## config.mk

```make
export PLATFORM = sky130hd
export DESIGN_NAME = game_step_scheduler
export DESIGN_NICKNAME = d
export VERILOG_FILES = /design/src/rtl/game_pkg.sv /design/src/rtl/vga_raster_events.sv /design/src/rtl/game_step_scheduler.sv
export SDC_FILE = /design/constraint.sdc
export NUM_CORES = 1
export LEC_CHECK = 0
export ABC_AREA = 1
export BUFFER_PORTS_ARGS = -buffer_cell sky130_fd_sc_hd__buf_4
export CAP_MARGIN = 30
export CORE_MARGIN = 8
export CORE_UTILIZATION = 55
export CTS_CLUSTER_DIAMETER = 100
export DETAILED_ROUTE_END_ITERATION = 10
export PLACE_DENSITY = 0.86
export SLEW_MARGIN = 15
export SYNTH_ARGS = -nofsm -noshare
export SYNTH_HDL_FRONTEND = slang
export SYNTH_HIERARCHICAL = 1
export SYNTH_SLANG_ARGS = --single-unit
```

## constraint.sdc

```tcl
create_clock -name i_Clk -period 2.1 [get_ports i_Clk]
set_input_delay 0 -clock i_Clk [delete_from_list [all_inputs] [get_ports i_Clk]]
set_output_delay 0 -clock i_Clk [all_outputs]
set_load 0.01 [all_outputs]
```

## src/rtl/game_pkg.sv

```systemverilog
// rtl/game_pkg.sv - shared VGA timing, grid geometry and step-scheduler state encoding
package game_pkg;

   localparam int VGA_TOTAL_COLS  = 800;
   localparam int VGA_TOTAL_ROWS  = 525;
   localparam int VGA_ACTIVE_COLS = 640;
   localparam int VGA_ACTIVE_ROWS = 480;

   localparam int GRID_COLS = 40;
   localparam int GRID_ROWS = 30;
   localparam int CELL_PX   = 16;

   localparam int STEP_DIV_W = 8;

   typedef enum logic [1:0] {
      ST_IDLE  = 2'd0,
      ST_COUNT = 2'd1,
      ST_STEP  = 2'd2
   } step_state_t;

endpackage

```

## src/rtl/vga_raster_events.sv

```systemverilog
// rtl/vga_raster_events.sv - registered frame-start, blanking-window and end-of-blanking decode
module vga_raster_events
   import game_pkg::*;
#(
   parameter int TOTAL_COLS  = VGA_TOTAL_COLS,
   parameter int TOTAL_ROWS  = VGA_TOTAL_ROWS,
   parameter int ACTIVE_ROWS = VGA_ACTIVE_ROWS
)(
   input  logic       i_Clk,
   input  logic       i_Reset,
   input  logic [9:0] i_Col_Count,
   input  logic [9:0] i_Row_Count,
   output logic       o_Frame_Start,
   output logic       o_Window,
   output logic       o_Blank_End
);

   localparam logic [9:0] ROW_FIRST_BLANK = 10'(ACTIVE_ROWS);
   localparam logic [9:0] ROW_LAST        = 10'(TOTAL_ROWS - 1);
   localparam logic [9:0] COL_LAST        = 10'(TOTAL_COLS - 1);

   logic r_frame_start;
   logic r_window;
   logic r_blank_end;

   always_ff @(posedge i_Clk) begin
      if (i_Reset) begin
         r_frame_start <= 1'b0;
         r_window      <= 1'b0;
         r_blank_end   <= 1'b0;
      end else begin
         r_frame_start <= (i_Row_Count == ROW_FIRST_BLANK) && (i_Col_Count == 10'd0);
         r_window      <= (i_Row_Count >= ROW_FIRST_BLANK);
         r_blank_end   <= (i_Row_Count == ROW_LAST) && (i_Col_Count == COL_LAST);
      end
   end

   assign o_Frame_Start = r_frame_start;
   assign o_Window      = r_window;
   assign o_Blank_End   = r_blank_end;

endmodule

```

## src/rtl/game_step_scheduler.sv

```systemverilog
// rtl/game_step_scheduler.sv - issues one game-core step handshake every N frames inside vertical blanking
module game_step_scheduler
   import game_pkg::*;
#(
   parameter int TOTAL_COLS      = VGA_TOTAL_COLS,
   parameter int TOTAL_ROWS      = VGA_TOTAL_ROWS,
   parameter int ACTIVE_COLS     = VGA_ACTIVE_COLS,
   parameter int ACTIVE_ROWS     = VGA_ACTIVE_ROWS,
   parameter int FRAMES_PER_STEP = 6
)(
   input  logic       i_Clk,
   input  logic       i_Reset,
   input  logic [9:0] i_Col_Count,
   input  logic [9:0] i_Row_Count,
   input  logic       i_Enable,
   output logic       o_Frame_Start,
   output logic       o_Update_Window,
   output logic       o_Step_Req,
   input  logic       i_Step_Done,
   output logic       o_Step_Abort,
   output logic       o_Overrun,
   output logic [7:0] o_Frame_Count
);

   localparam logic [STEP_DIV_W-1:0] DIV_RELOAD = STEP_DIV_W'(FRAMES_PER_STEP - 1);

   if (ACTIVE_COLS >= TOTAL_COLS || ACTIVE_ROWS >= TOTAL_ROWS ||
       FRAMES_PER_STEP < 1 || FRAMES_PER_STEP > 255) begin : g_param_check
      $error("game_step_scheduler: illegal raster or step parameters");
   end

   step_state_t            r_state;
   step_state_t            w_next_state;
   logic [STEP_DIV_W-1:0]  r_div;
   logic [STEP_DIV_W-1:0]  w_next_div;
   logic [STEP_DIV_W-1:0]  w_div_counted;
   logic                   w_div_expired;
   logic                   w_abort;
   logic                   r_abort;
   logic                   r_overrun;
   logic [7:0]             r_frame_count;
   logic                   w_frame_start;
   logic                   w_window;
   logic                   w_blank_end;

   vga_raster_events #(
      .TOTAL_COLS  (TOTAL_COLS),
      .TOTAL_ROWS  (TOTAL_ROWS),
      .ACTIVE_ROWS (ACTIVE_ROWS)
   ) u_raster_events (
      .i_Clk         (i_Clk),
      .i_Reset       (i_Reset),
      .i_Col_Count   (i_Col_Count),
      .i_Row_Count   (i_Row_Count),
      .o_Frame_Start (w_frame_start),
      .o_Window      (w_window),
      .o_Blank_End   (w_blank_end)
   );

   // Divider value after one frame start: wraps back to the reload value at zero.
   assign w_div_expired = (r_div == '0);
   assign w_div_counted = w_div_expired ? DIV_RELOAD : (r_div - 1'b1);

   always_comb begin
      w_next_state = r_state;
      w_next_div   = r_div;
      w_abort      = 1'b0;
      case (r_state)
         ST_IDLE: begin
            w_next_div = DIV_RELOAD;
            if (i_Enable) w_next_state = ST_COUNT;
         end
         ST_COUNT: begin
            if (!i_Enable) begin
               w_next_state = ST_IDLE;
               w_next_div   = DIV_RELOAD;
            end else if (w_frame_start) begin
               w_next_div = w_div_counted;
               if (w_div_expired) w_next_state = ST_STEP;
            end
         end
         ST_STEP: begin
            if (w_frame_start) w_next_div = w_div_counted;
            // Done takes priority so a step finishing on the last blank cycle is not an overrun.
            if (i_Step_Done) begin
               w_next_state = ST_COUNT;
            end else if (w_blank_end) begin
               w_next_state = ST_COUNT;
               w_abort      = 1'b1;
            end
         end
         default: begin
            w_next_state = ST_IDLE;
            w_next_div   = DIV_RELOAD;
         end
      endcase
   end

   always_ff @(posedge i_Clk) begin
      if (i_Reset) begin
         r_state       <= ST_IDLE;
         r_div         <= DIV_RELOAD;
         r_abort       <= 1'b0;
         r_overrun     <= 1'b0;
         r_frame_count <= 8'd0;
      end else begin
         r_state   <= w_next_state;
         r_div     <= w_next_div;
         r_abort   <= w_abort;
         r_overrun <= r_overrun | w_abort;
         if (w_frame_start) r_frame_count <= r_frame_count + 8'd1;
      end
   end

   assign o_Frame_Start   = w_frame_start;
   assign o_Update_Window = w_window;
   assign o_Step_Req      = (r_state == ST_STEP);
   assign o_Step_Abort    = r_abort;
   assign o_Overrun       = r_overrun;
   assign o_Frame_Count   = r_frame_count;

endmodule

```

==> results of run 1 <==
[power by group through the flow]
stage	logic (W)	clock network, W	registers [W]
final	0.000125	0.000204	0.000448
after global routing	0.000140	0.000233	0.000449
after CTS	0.000123	0.000210	0.000448
after detailed placement	0.000113	0	0.000458
after global placement	0.000112	0	0.000458
after floorplan	0.0000609	0	0.000458
[synth_stat cells]
cell / number
nand4_1: 1
o21ai_1: 1
dfxtp_1: 23
xor2_1: 2
o21a_1: 1
nand4_2: 1
inv_1: 29
nand2_4: 1
o21ai_0: 8
nand3_4: 1
nor2_4: 2
nor2_2: 7
nand3_1: 8
or2_2: 1
nor2_1: 43
inv_2: 1
nand3b_1: 1
ha_1: 7
and3_1: 1
nand2_1: 47
clkinv_1: 1
buf_6: 1
nand2_2: 2
nor3_1: 1
a21oi_1: 7
[worst min path at each step]
stage	from	endpoint	slack (ns)	cells after the start
after global routing	i_Row_Count[8]	u_raster_events/o_Blank_End	0.02	6
after floorplan	i_Reset	u_raster_events/o_Window	0.07	1
final	i_Col_Count[5]	u_raster_events/o_Blank_End	0.01	6
after global placement	i_Reset	u_raster_events/o_Window	0.25	2
after detailed placement	i_Reset	u_raster_events/o_Window	0.24	2
after CTS	i_Row_Count[8]	u_raster_events/o_Blank_End	0.01	6
[worst reg2reg max path, delay by kind of cell (launching register included)]
kind | cells | cell delay (ns)
compound gates | 1 | 0.09
fa+ha+maj | 1 | 0.28
buf+inv | 3 | 0.23
flops | 1 | 0.38
simple gates | 3 | 0.46
[layout make-up]
| class | instances | area (µm²) | share of cell area, % |
|---|---|---|---|
| multi-input combinational | 143 | 722 | 41.8 |
| sequential | 23 | 460 | 26.6 |
| timing repair buffer | 46 | 368 | 21.3 |
| inverter | 31 | 116 | 6.73 |
| tap | 28 | 35.0 | 2.03 |
| clock buffer | 3 | 22.5 | 1.30 |
| clock inverter | 1 | 5.00 | 0.289 |
[per-stage QoR]
| stage | instance area, µm² | instances |
|---|---|---|
| 2_1_floorplan | 1310 | 198 |
| 3_3_place_gp | 1610 | 262 |
| 3_5_place_dp | 1610 | 262 |
| 4_1_cts | 1730 | 275 |
| 5_1_grt | 1730 | 275 |
| 6_report | 1730 | 275 |
[flip-flops by register name, summed over array words and instances (netlist names)]
register                       flops
o_Step_Abort                       1
o_Overrun                          1
u_raster_events/o_Blank_End        1
u_raster_events/o_Frame_Start      1
u_raster_events/o_Window           1
r_state                            2
o_Frame_Count                      8
r_div                              8
[cell families (layout without fill, tap and decap cells)]
group                      after synthesis  in the layout
buffers and inverters                   32             81
and+or+nand+nor                        117            117
AOI/OAI and AO/OA                       17             17
adders and majority gates                7              7
DFF                                     23             23
xor gates and xnor gates                 2              2
[layer usage]
layer / part of all wire [%] / vias up / wire length, µm
li1: - / 699 / -
met1: 41 / 552 / 1220
met2: 50 / 37 / 1480
met3: 6.1 / 6 / 181
met4: 2.3 / 0 / 68
met5: 0 / - / 0
[timing repair]
item / 4_1_cts / 5_1_grt
gates resized for setup: 0 / 0
setup buffers: 0 / 0
hold buffers: 9 / 0
hold endpoints to repair: 8 / 0
endpoints found under the setup margin: 0 / 0
==> results.py, run 1 <==
metrics = {
    "setup_path": {
        "slowest_delay_ns": 0.56,
        "crit_end": "u_raster_events/o_Frame_Start",
        "critPathCaptureType": "flip-flop",
        "rrSetupSlack_ns": 0.60,
        "setup.worst_path.start": "i_Reset",
        "worstSetupStartpointType": "input port",
        "cp_top_family": "buffers and inverters",
        "cp.buffers_inverters": 4,
        "worstReg2RegEnd": "r_div[3]",
        "r2r-start": "r_state[0]",
        "criticalPathCategory": "input port to flip-flop",
        "r2r_cells": 8,
        "crit_chain": "dlygate4sd3_1 > buf_4 > nor3_1 > dlygate4sd3_1 > nand2_1 > dlygate4sd3_1 > nor2_1",
        "crit_fanout": 8,
        "crit_path_frequent_cell": "dlygate4sd3_1",
        "cp.required_ns": 2.36,
        "critPathSlowestCell": "dlygate4sd3_1",
        "path_depth": 7,
        "crit_arrival_ns": 2.08,
    },
    "global_routing": {
        "antenna_found_initial": 0,
        "grt_pass1_wl_um": 5000,
        "grt_max_degree": 14,
        "gr-usage-met2_pct": 26.1,
        "grt.busiest_layer": "met2",
        "grt_overflow": 0,
        "first_global_vias": 1236,
        "grt_use_met1_pct": 14.8,
        "grt_use_total_pct": 14.3,
        "grt_util_met3_pct": 3.95,
    },
    "clock_network": {
        "clk_path_buf_depth": 2,
        "cts_made_buffers": 3,
        "clk_pin_slew_ns": 0.13,
        "cts_sinks": 23,
        "clk_latency_ns": 0.31,
        "cts_tree": "yes",
        "htree_levels": 1,
        "cts_root_buffer": "clkbuf_4",
    },
    "sta": {
        "skew_ns": 0.00326,
        "drv_slew": 0,
        "tns_ns": 0,
        "final.min_clock_period_ns": 1.82,
        "slew_headroom_pct": 81.9,
        "hold_slack_ns": 0.0132,
        "final.setup.worst_slack_ns": 0.277,
        "grt_setup_unrepaired": "false",
        "hold_viol": 0,
        "setup_viol": 0,
        "finalCritPeriodShare_pct": 86.8,
        "max_freq_mhz": 549,
        "worst_pin_slew_ns": 0.272,
    },
    "floorplanning": {
        "initial_core_util_pct": 58.7,
        "rows": 17,
        "die_x_um": 64.8,
        "ioPinCount": 37,
        "die_h_um": 64.8,
        "dieArea_um2": 4200,
        "core_um2": 2230,
    },
    "logic_synthesis": {
        "synth_fa_ha_area_share_pct": 6.69,
        "yosys.area.top_type": "dfxtp_1",
        "syn_area_per_cell_um2": 6.62,
        "synth_cell_type_count": 25,
        "yosysSeqAreaShare_pct": 35.1,
        "synth_nets": 229,
        "synth-simple-area-share_pct": 40.4,
        "synth_cells": 198,
        "syn-cell-area_um2": 1310,
        "synth_xor_xnor_area_share_pct": 1.34,
        "synthTopCellsByArea": "dfxtp_1, nand2_1, nor2_1, inv_1, ha_1",
        "synthMuxAreaShare_pct": 0,
        "synth-seq-cells": 23,
        "synth_compound_area_share_pct": 6.69,
        "ys_warn_count": 6,
        "yosysTopAreaCellShare_pct": 35.1,
        "synth_top_family_by_area": "simple AND/OR/NAND/NOR gates",
    },
    "cells_and_area": {
        "mostFrequentLayoutCells": "nand2_1, nor2_1, buf_4",
        "syn_to_final_growth_pct": 32.0,
        "post_route_cells_drive_above_1_share_pct": 23.1,
        "final_common_cell": "nand2_1",
        "final_util_pct": 77.4,
        "nFillCells": 170,
        "antenna_cells": 0,
        "nets": 279,
    },
    "power_and_ir_drop": {
        "powerDensity_nw_per_um2": 449,
        "seqPwrFrac_pct": 57.7,
        "p_sw_w": 0.000198,
        "combPwrFrac_pct": 16.0,
        "ir_drop_v": 0.000327,
        "clkPwrFrac_pct": 26.3,
        "p_int_w": 0.000579,
        "p_leak_nw": 0.845,
        "power_w": 0.000777,
        "p_sw_share_pct": 25.5,
    },
    "detailed_routing": {
        "vias": 1294,
        "drcViolationCount": 0,
        "ant_nets": 0,
        "wl_per_cell_um": 10.7,
        "first_pass_iters": 4,
        "viasPerCell": 4.71,
        "routed_wl_um": 2950,
        "drt_iter0_markers": 39,
    },
    "placed_design": {
        "gp_congestion": 0.806,
        "pre_cts_slack_ns": 0.635,
        "dp_hpwl_um": 2290,
        "io_buffers": 36,
    },
    "worst_hold_path": {
        "hp-class": "input port to flip-flop",
    },
    "outcome": {
        "outcome": "finished clean",
    },
    "flow_run": {
        "drv_cap": 0,
    },
}
Power figures use the tool's default switching activity.
==> run 2: changes to the inputs <==
--- a/config.mk
+++ b/config.mk
@@ -12,6 +12,7 @@
 export CORE_UTILIZATION = 55
 export CTS_CLUSTER_DIAMETER = 100
 export DETAILED_ROUTE_END_ITERATION = 10
+export HOLD_SLACK_MARGIN = 0.02
 export PLACE_DENSITY = 0.86
 export SLEW_MARGIN = 15
 export SYNTH_ARGS = -nofsm -noshare
==> run 2 against run 1 <==
Final cell count rose by 1.8%. Global-route usage increased by 1.4 points. Largest cell class unchanged. Clock-buffer cell count unchanged. Clock skew about the same. Setup slack lost 0.084 ns. Register-to-register slack about the same. Wire length grew 8.4%.
==> results.py, run 2 (synthesis results as in run 1) <==
metrics = {
    "sta": {
        "grt_setup_unrepaired": "false",
        "hold_viol": 0,
        "drv_slew": 0,
        "final.min_clock_period_ns": 1.91,
        "worst_pin_slew_ns": 0.270,
        "skew_ns": 0.00286,
        "setup_viol": 0,
        "finalCritPeriodShare_pct": 90.8,
        "slew_headroom_pct": 81.9,
        "max_freq_mhz": 524,
        "tns_ns": 0,
    },
    "floorplanning": {
        "initial_core_util_pct": 58.7,
        "ioPinCount": 37,
        "die_x_um": 64.8,
        "rows": 17,
        "core_um2": 2230,
        "dieArea_um2": 4200,
        "die_h_um": 64.8,
    },
    "placed_design": {
        "gp_congestion": 0.806,
        "postPlaceCellArea_um2": 1610,
        "dp_hpwl_um": 2290,
        "dp.cells": 262,
        "io_buffers": 36,
    },
    "global_routing": {
        "grt_use_total_pct": 15.7,
        "grt_overflow": 0,
        "grt_util_met3_pct": 4.12,
        "grt.busiest_layer": "met2",
        "grt_use_met1_pct": 16.4,
        "grt_pass1_wl_um": 5380,
        "grt_max_degree": 14,
        "first_global_vias": 1289,
        "gr-usage-met2_pct": 28.2,
        "antenna_found_initial": 0,
    },
    "clock_network": {
        "postCtsSetupBuffers": 0,
        "cts_root_buffer": "clkbuf_4",
        "clk_pin_slew_ns": 0.13,
        "clk_latency_ns": 0.31,
        "cts_made_buffers": 3,
        "cts_sinks": 23,
        "clk_path_buf_depth": 2,
        "cts_tree": "yes",
        "htree_levels": 1,
    },
    "setup_path": {
        "crit_end": "u_raster_events/o_Blank_End",
        "crit_path_frequent_cell": "dlygate4sd3_1",
        "criticalPathCategory": "input port to flip-flop",
        "worstReg2RegEnd": "r_div[3]",
        "crit_fanout": 2,
        "worstSetupStartpointType": "input port",
        "setup.worst_path.start": "i_Row_Count[8]",
        "r2r_cells": 8,
        "rrSetupSlack_ns": 0.59,
        "r2r-start": "r_state[0]",
        "crit_chain": "dlygate4sd3_1 > buf_4 > nor2_1 > nand2_1 > nor2_1 > dlygate4sd3_1 > nand2_1 > dlygate4sd3_1 > nor2_2",
        "critPathSlowestCell": "dlygate4sd3_1",
        "slowest_delay_ns": 0.56,
        "cp.required_ns": 2.36,
        "critPathCaptureType": "flip-flop",
        "crit_arrival_ns": 2.17,
    },
    "detailed_routing": {
        "wl_per_cell_um": 11.4,
        "drcViolationCount": 0,
        "drt_iter0_markers": 46,
        "viasPerCell": 4.77,
        "ant_nets": 0,
        "routed_wl_um": 3200,
        "vias": 1335,
        "first_pass_iters": 4,
    },
    "worst_hold_path": {
        "hp-class": "input port to flip-flop",
    },
    "cells_and_area": {
        "final_common_cell": "nand2_1",
        "multi_input_area_um2": 722,
        "finalInstanceArea_um2": 1780,
        "post_route_cells_drive_above_1_share_pct": 22.6,
        "mostFrequentLayoutCells": "nand2_1, nor2_1, buf_4",
        "antenna_cells": 0,
        "syn_to_final_growth_pct": 35.8,
        "nFillCells": 158,
        "final_util_pct": 79.7,
        "nets": 284,
        "seqCellArea_um2": 460,
        "finalNonFillerCells": 280,
    },
    "power_and_ir_drop": {
        "powerDensity_nw_per_um2": 441,
        "power_w": 0.000784,
        "ir_drop_v": 0.000328,
        "p_leak_nw": 0.863,
    },
    "outcome": {
        "outcome": "finished clean",
    },
    "flow_run": {
        "drv_cap": 0,
    },
}
==> run 2: changes by cell type in the layout (fill, tap and decap cells not counted) <==
| cell | change |
|---|---|
| dlygate4sd3_1 | +5 |
==> run 2: worst min path at each step <==
stage             start                       end  slack [ns]  depth (start not counted)
2_1_floorplan   i_Reset  u_raster_events/o_Window        0.07                          1
3_3_place_gp    i_Reset  u_raster_events/o_Window        0.25                          2
3_5_place_dp    i_Reset  u_raster_events/o_Window        0.24                          2
4_1_cts        i_Enable                r_state[1]        0.13                          5
5_1_grt        i_Enable                r_state[1]        0.17                          5
6_report       i_Enable                r_state[1]        0.14                          5
==> run 2: power by group <==
group          leakage, nW  switching (W)  internal (W)
logic                0.659      0.0000622     0.0000674
clock network       0.0177       0.000135     0.0000712
registers            0.186     0.00000474      0.000443
==> run 2: per-layer routing <==
metal  vias up  routed length (µm)
met5         -                   0
met4         0                  85
met2        35                1610
li1        710                   -
met3         8                 179
met1       582                1320
==> run 2: what timing repair did <==
action,4_1_cts,5_1_grt
endpoints found under the hold margin,8,0
gates resized for setup,0,0
hold buffers,14,0
==> run 2: layout make-up <==
class / instances / share of cell area [%]
multi-input cells: 143 / 40.6
flip-flops and latches: 23 / 25.9
repair buffers: 51 / 23.5
inverters: 31 / 6.54
well taps: 28 / 1.97
clock buffers: 3 / 1.27
clock inverters: 1 / 0.281
==> run 2: stage by stage <==
step	setup slack, ns	hold slack [ns]
2_1_floorplan	0.809	0.0691
3_3_place_gp	0.706	0.247
3_5_place_dp	0.635	0.243
4_1_cts	0.251	0.130
5_1_grt	0.150	0.168
6_report	0.193	0.141
==> run 2: critical path, delay by kind of cell <==
family | cells | cell delay, ns
and+or+nand+nor | 5 | 0.38
buffers and inverters | 4 | 1.78
==> run 3: changes to the inputs <==
--- a/config.mk
+++ b/config.mk
@@ -14,6 +14,7 @@
 export DETAILED_ROUTE_END_ITERATION = 10
 export HOLD_SLACK_MARGIN = 0.02
 export PLACE_DENSITY = 0.86
+export RECOVER_POWER = 25
 export SLEW_MARGIN = 15
 export SYNTH_ARGS = -nofsm -noshare
 export SYNTH_HDL_FRONTEND = slang
==> run 3 against run 2 <==
Global-route usage stayed put. Register-to-register slack hardly changed. First-iteration DRC count stayed put. Total power barely moved. Clock power hardly changed. Wire length is 0.16% lower. Clock-buffer cell count unchanged. Final cell count did not move. Critical path type unchanged. Clock skew rose by 0.00091 ns. Sequential share of layout area increased by 0.50 points. Non-clock buffer count is the same. Final area down 1.9%.
==> results.py, run 3 (synthesis results as in run 1) <==
metrics = {
    "setup_path": {
        "slowest_delay_ns": 0.56,
        "critPathSlowestCell": "dlygate4sd3_1",
        "worstSetupStartpointType": "input port",
        "rrSetupSlack_ns": 0.59,
        "crit_chain": "dlygate4sd3_1 > buf_4 > nor2_1 > nand2_1 > nor2_1 > dlygate4sd3_1 > nand2_1 > dlygate4sd3_1 > nor2_2",
        "r2r_cells": 8,
        "crit_fanout": 2,
        "cp.required_ns": 2.36,
        "criticalPathCategory": "input port to flip-flop",
        "r2r-start": "r_state[0]",
        "crit_arrival_ns": 2.17,
        "worstReg2RegEnd": "r_div[3]",
        "crit_path_frequent_cell": "dlygate4sd3_1",
        "critPathCaptureType": "flip-flop",
    },
    "cells_and_area": {
        "syn_to_final_growth_pct": 33.2,
        "final_common_cell": "nand2_1",
        "nets": 284,
        "antenna_cells": 0,
        "nFillCells": 167,
        "multi_input_area_um2": 722,
        "seqCellArea_um2": 460,
        "post_route_cells_drive_above_1_share_pct": 19.0,
        "final_util_pct": 78.2,
        "mostFrequentLayoutCells": "nand2_1, nor2_1, inv_1",
    },
    "power_and_ir_drop": {
        "seqPwrFrac_pct": 57.2,
        "p_leak_nw": 0.825,
        "combPwrFrac_pct": 16.4,
        "powerDensity_nw_per_um2": 449,
        "p_sw_share_pct": 25.9,
        "p_int_w": 0.000581,
        "clkPwrFrac_pct": 26.4,
        "p_sw_w": 0.000203,
        "ir_drop_v": 0.000328,
    },
    "clock_network": {
        "postCtsSetupBuffers": 0,
        "cts_root_buffer": "clkbuf_4",
        "ctsResizeCount": 0,
        "clk_path_buf_depth": 2,
        "cts_made_buffers": 3,
        "clk_pin_slew_ns": 0.13,
        "cts_sinks": 23,
        "htree_levels": 1,
        "cts_tree": "yes",
        "hold_buffers": 14,
        "clk_latency_ns": 0.31,
    },
    "sta": {
        "max_freq_mhz": 524,
        "drv_slew": 0,
        "final.min_clock_period_ns": 1.91,
        "finalCritPeriodShare_pct": 90.8,
        "setup_viol": 0,
        "tns_ns": 0,
        "slew_headroom_pct": 82.0,
        "skew_ns": 0.00377,
        "hold_viol": 0,
        "grt_setup_unrepaired": "false",
        "worst_pin_slew_ns": 0.268,
        "final.setup.worst_slack_ns": 0.193,
    },
    "detailed_routing": {
        "drt_iter0_markers": 46,
        "vias": 1335,
        "drcViolationCount": 0,
        "wl_per_cell_um": 11.4,
        "routed_wl_um": 3190,
        "first_pass_iters": 4,
        "ant_nets": 0,
        "viasPerCell": 4.77,
    },
    "flow_run": {
        "drv_cap": 0,
    },
    "floorplanning": {
        "ioPinCount": 37,
        "die_x_um": 64.8,
        "rows": 17,
        "initial_core_util_pct": 58.7,
        "die_h_um": 64.8,
        "dieArea_um2": 4200,
        "core_um2": 2230,
    },
    "outcome": {
        "outcome": "finished clean",
    },
    "placed_design": {
        "io_buffers": 36,
        "pre_cts_slack_ns": 0.635,
        "dp_hpwl_um": 2290,
        "gp_congestion": 0.806,
    },
    "worst_hold_path": {
        "holdPathEnd": "r_div[2]",
        "hold_depth": 6,
        "hp-class": "input port to flip-flop",
        "min_from": "i_Enable",
    },
    "global_routing": {
        "grt_use_total_pct": 15.7,
        "grt_max_degree": 14,
        "first_global_vias": 1289,
        "grt_pass1_wl_um": 5380,
        "grt_overflow": 0,
        "antenna_found_initial": 0,
    },
}
-- run 3: cell types whose count changed in the layout (fill, tap and decap cells not counted), sizes merged --
cell / delta
clkbuf: +9
buf: -9
-- run 3: layout make-up --
class | instances | share of cell area, %
Clock buffer | 3 | 1.29
Sequential cell | 23 | 26.4
Inverter | 31 | 6.67
Clock inverter | 1 | 0.287
Timing Repair Buffer | 51 | 22.0
Tap cell | 28 | 2.01
Multi-Input combinational cell | 143 | 41.4
-- run 3: power by group through the flow --
stage | Sequential (W) | Combinational, W | Clock, W
3_3_place_gp | 0.000458 | 0.000112 | 0
2_1_floorplan | 0.000458 | 0.0000609 | 0
5_1_grt | 0.000449 | 0.000144 | 0.000236
3_5_place_dp | 0.000458 | 0.000113 | 0
4_1_cts | 0.000448 | 0.000126 | 0.000210
6_report | 0.000448 | 0.000129 | 0.000207
-- run 3: through the flow --
stage / hold WS (ns) / power, W / std cells / area [µm²]
2_1_floorplan: 0.0691 / 0.000519 / 198 / 1310
3_3_place_gp: 0.247 / 0.000569 / 262 / 1610
3_5_place_dp: 0.243 / 0.000571 / 262 / 1610
4_1_cts: 0.130 / 0.000784 / 280 / 1780
5_1_grt: 0.168 / 0.000830 / 280 / 1750
6_report: 0.141 / 0.000784 / 280 / 1750
-- run 3: worst max path at each step --
stage | slack [ns] | startpoint | endpoint | depth (start not counted)
global route | 0.15 | i_Row_Count[8] | u_raster_events/o_Blank_End | 9
detailed placement | 0.64 | r_state[0] | r_div[3] | 8
floorplan | 0.81 | o_Frame_Count[0] | o_Frame_Count[6] | 8
global placement | 0.71 | r_state[0] | r_div[3] | 8
CTS | 0.25 | i_Row_Count[8] | u_raster_events/o_Blank_End | 9
finish | 0.19 | i_Row_Count[8] | u_raster_events/o_Blank_End | 9
-- run 3: metal layers --
| layer | GRT usage, % | share of wire, % | up-vias |
|---|---|---|---|
| li1 | - | - | 710 |
| met1 | 16.4 | 41 | 582 |
| met2 | 28.2 | 50 | 35 |
| met3 | 4.12 | 5.6 | 8 |
| met4 | 8.45 | 2.7 | 0 |
| met5 | 0 | 0 | - |
-- run 3: critical path, delay by kind of cell --
| family | cells | cell delay [ns] |
|---|---|---|
| AND/OR/NAND/NOR | 5 | 0.38 |
| buffers and inverters | 4 | 1.78 |
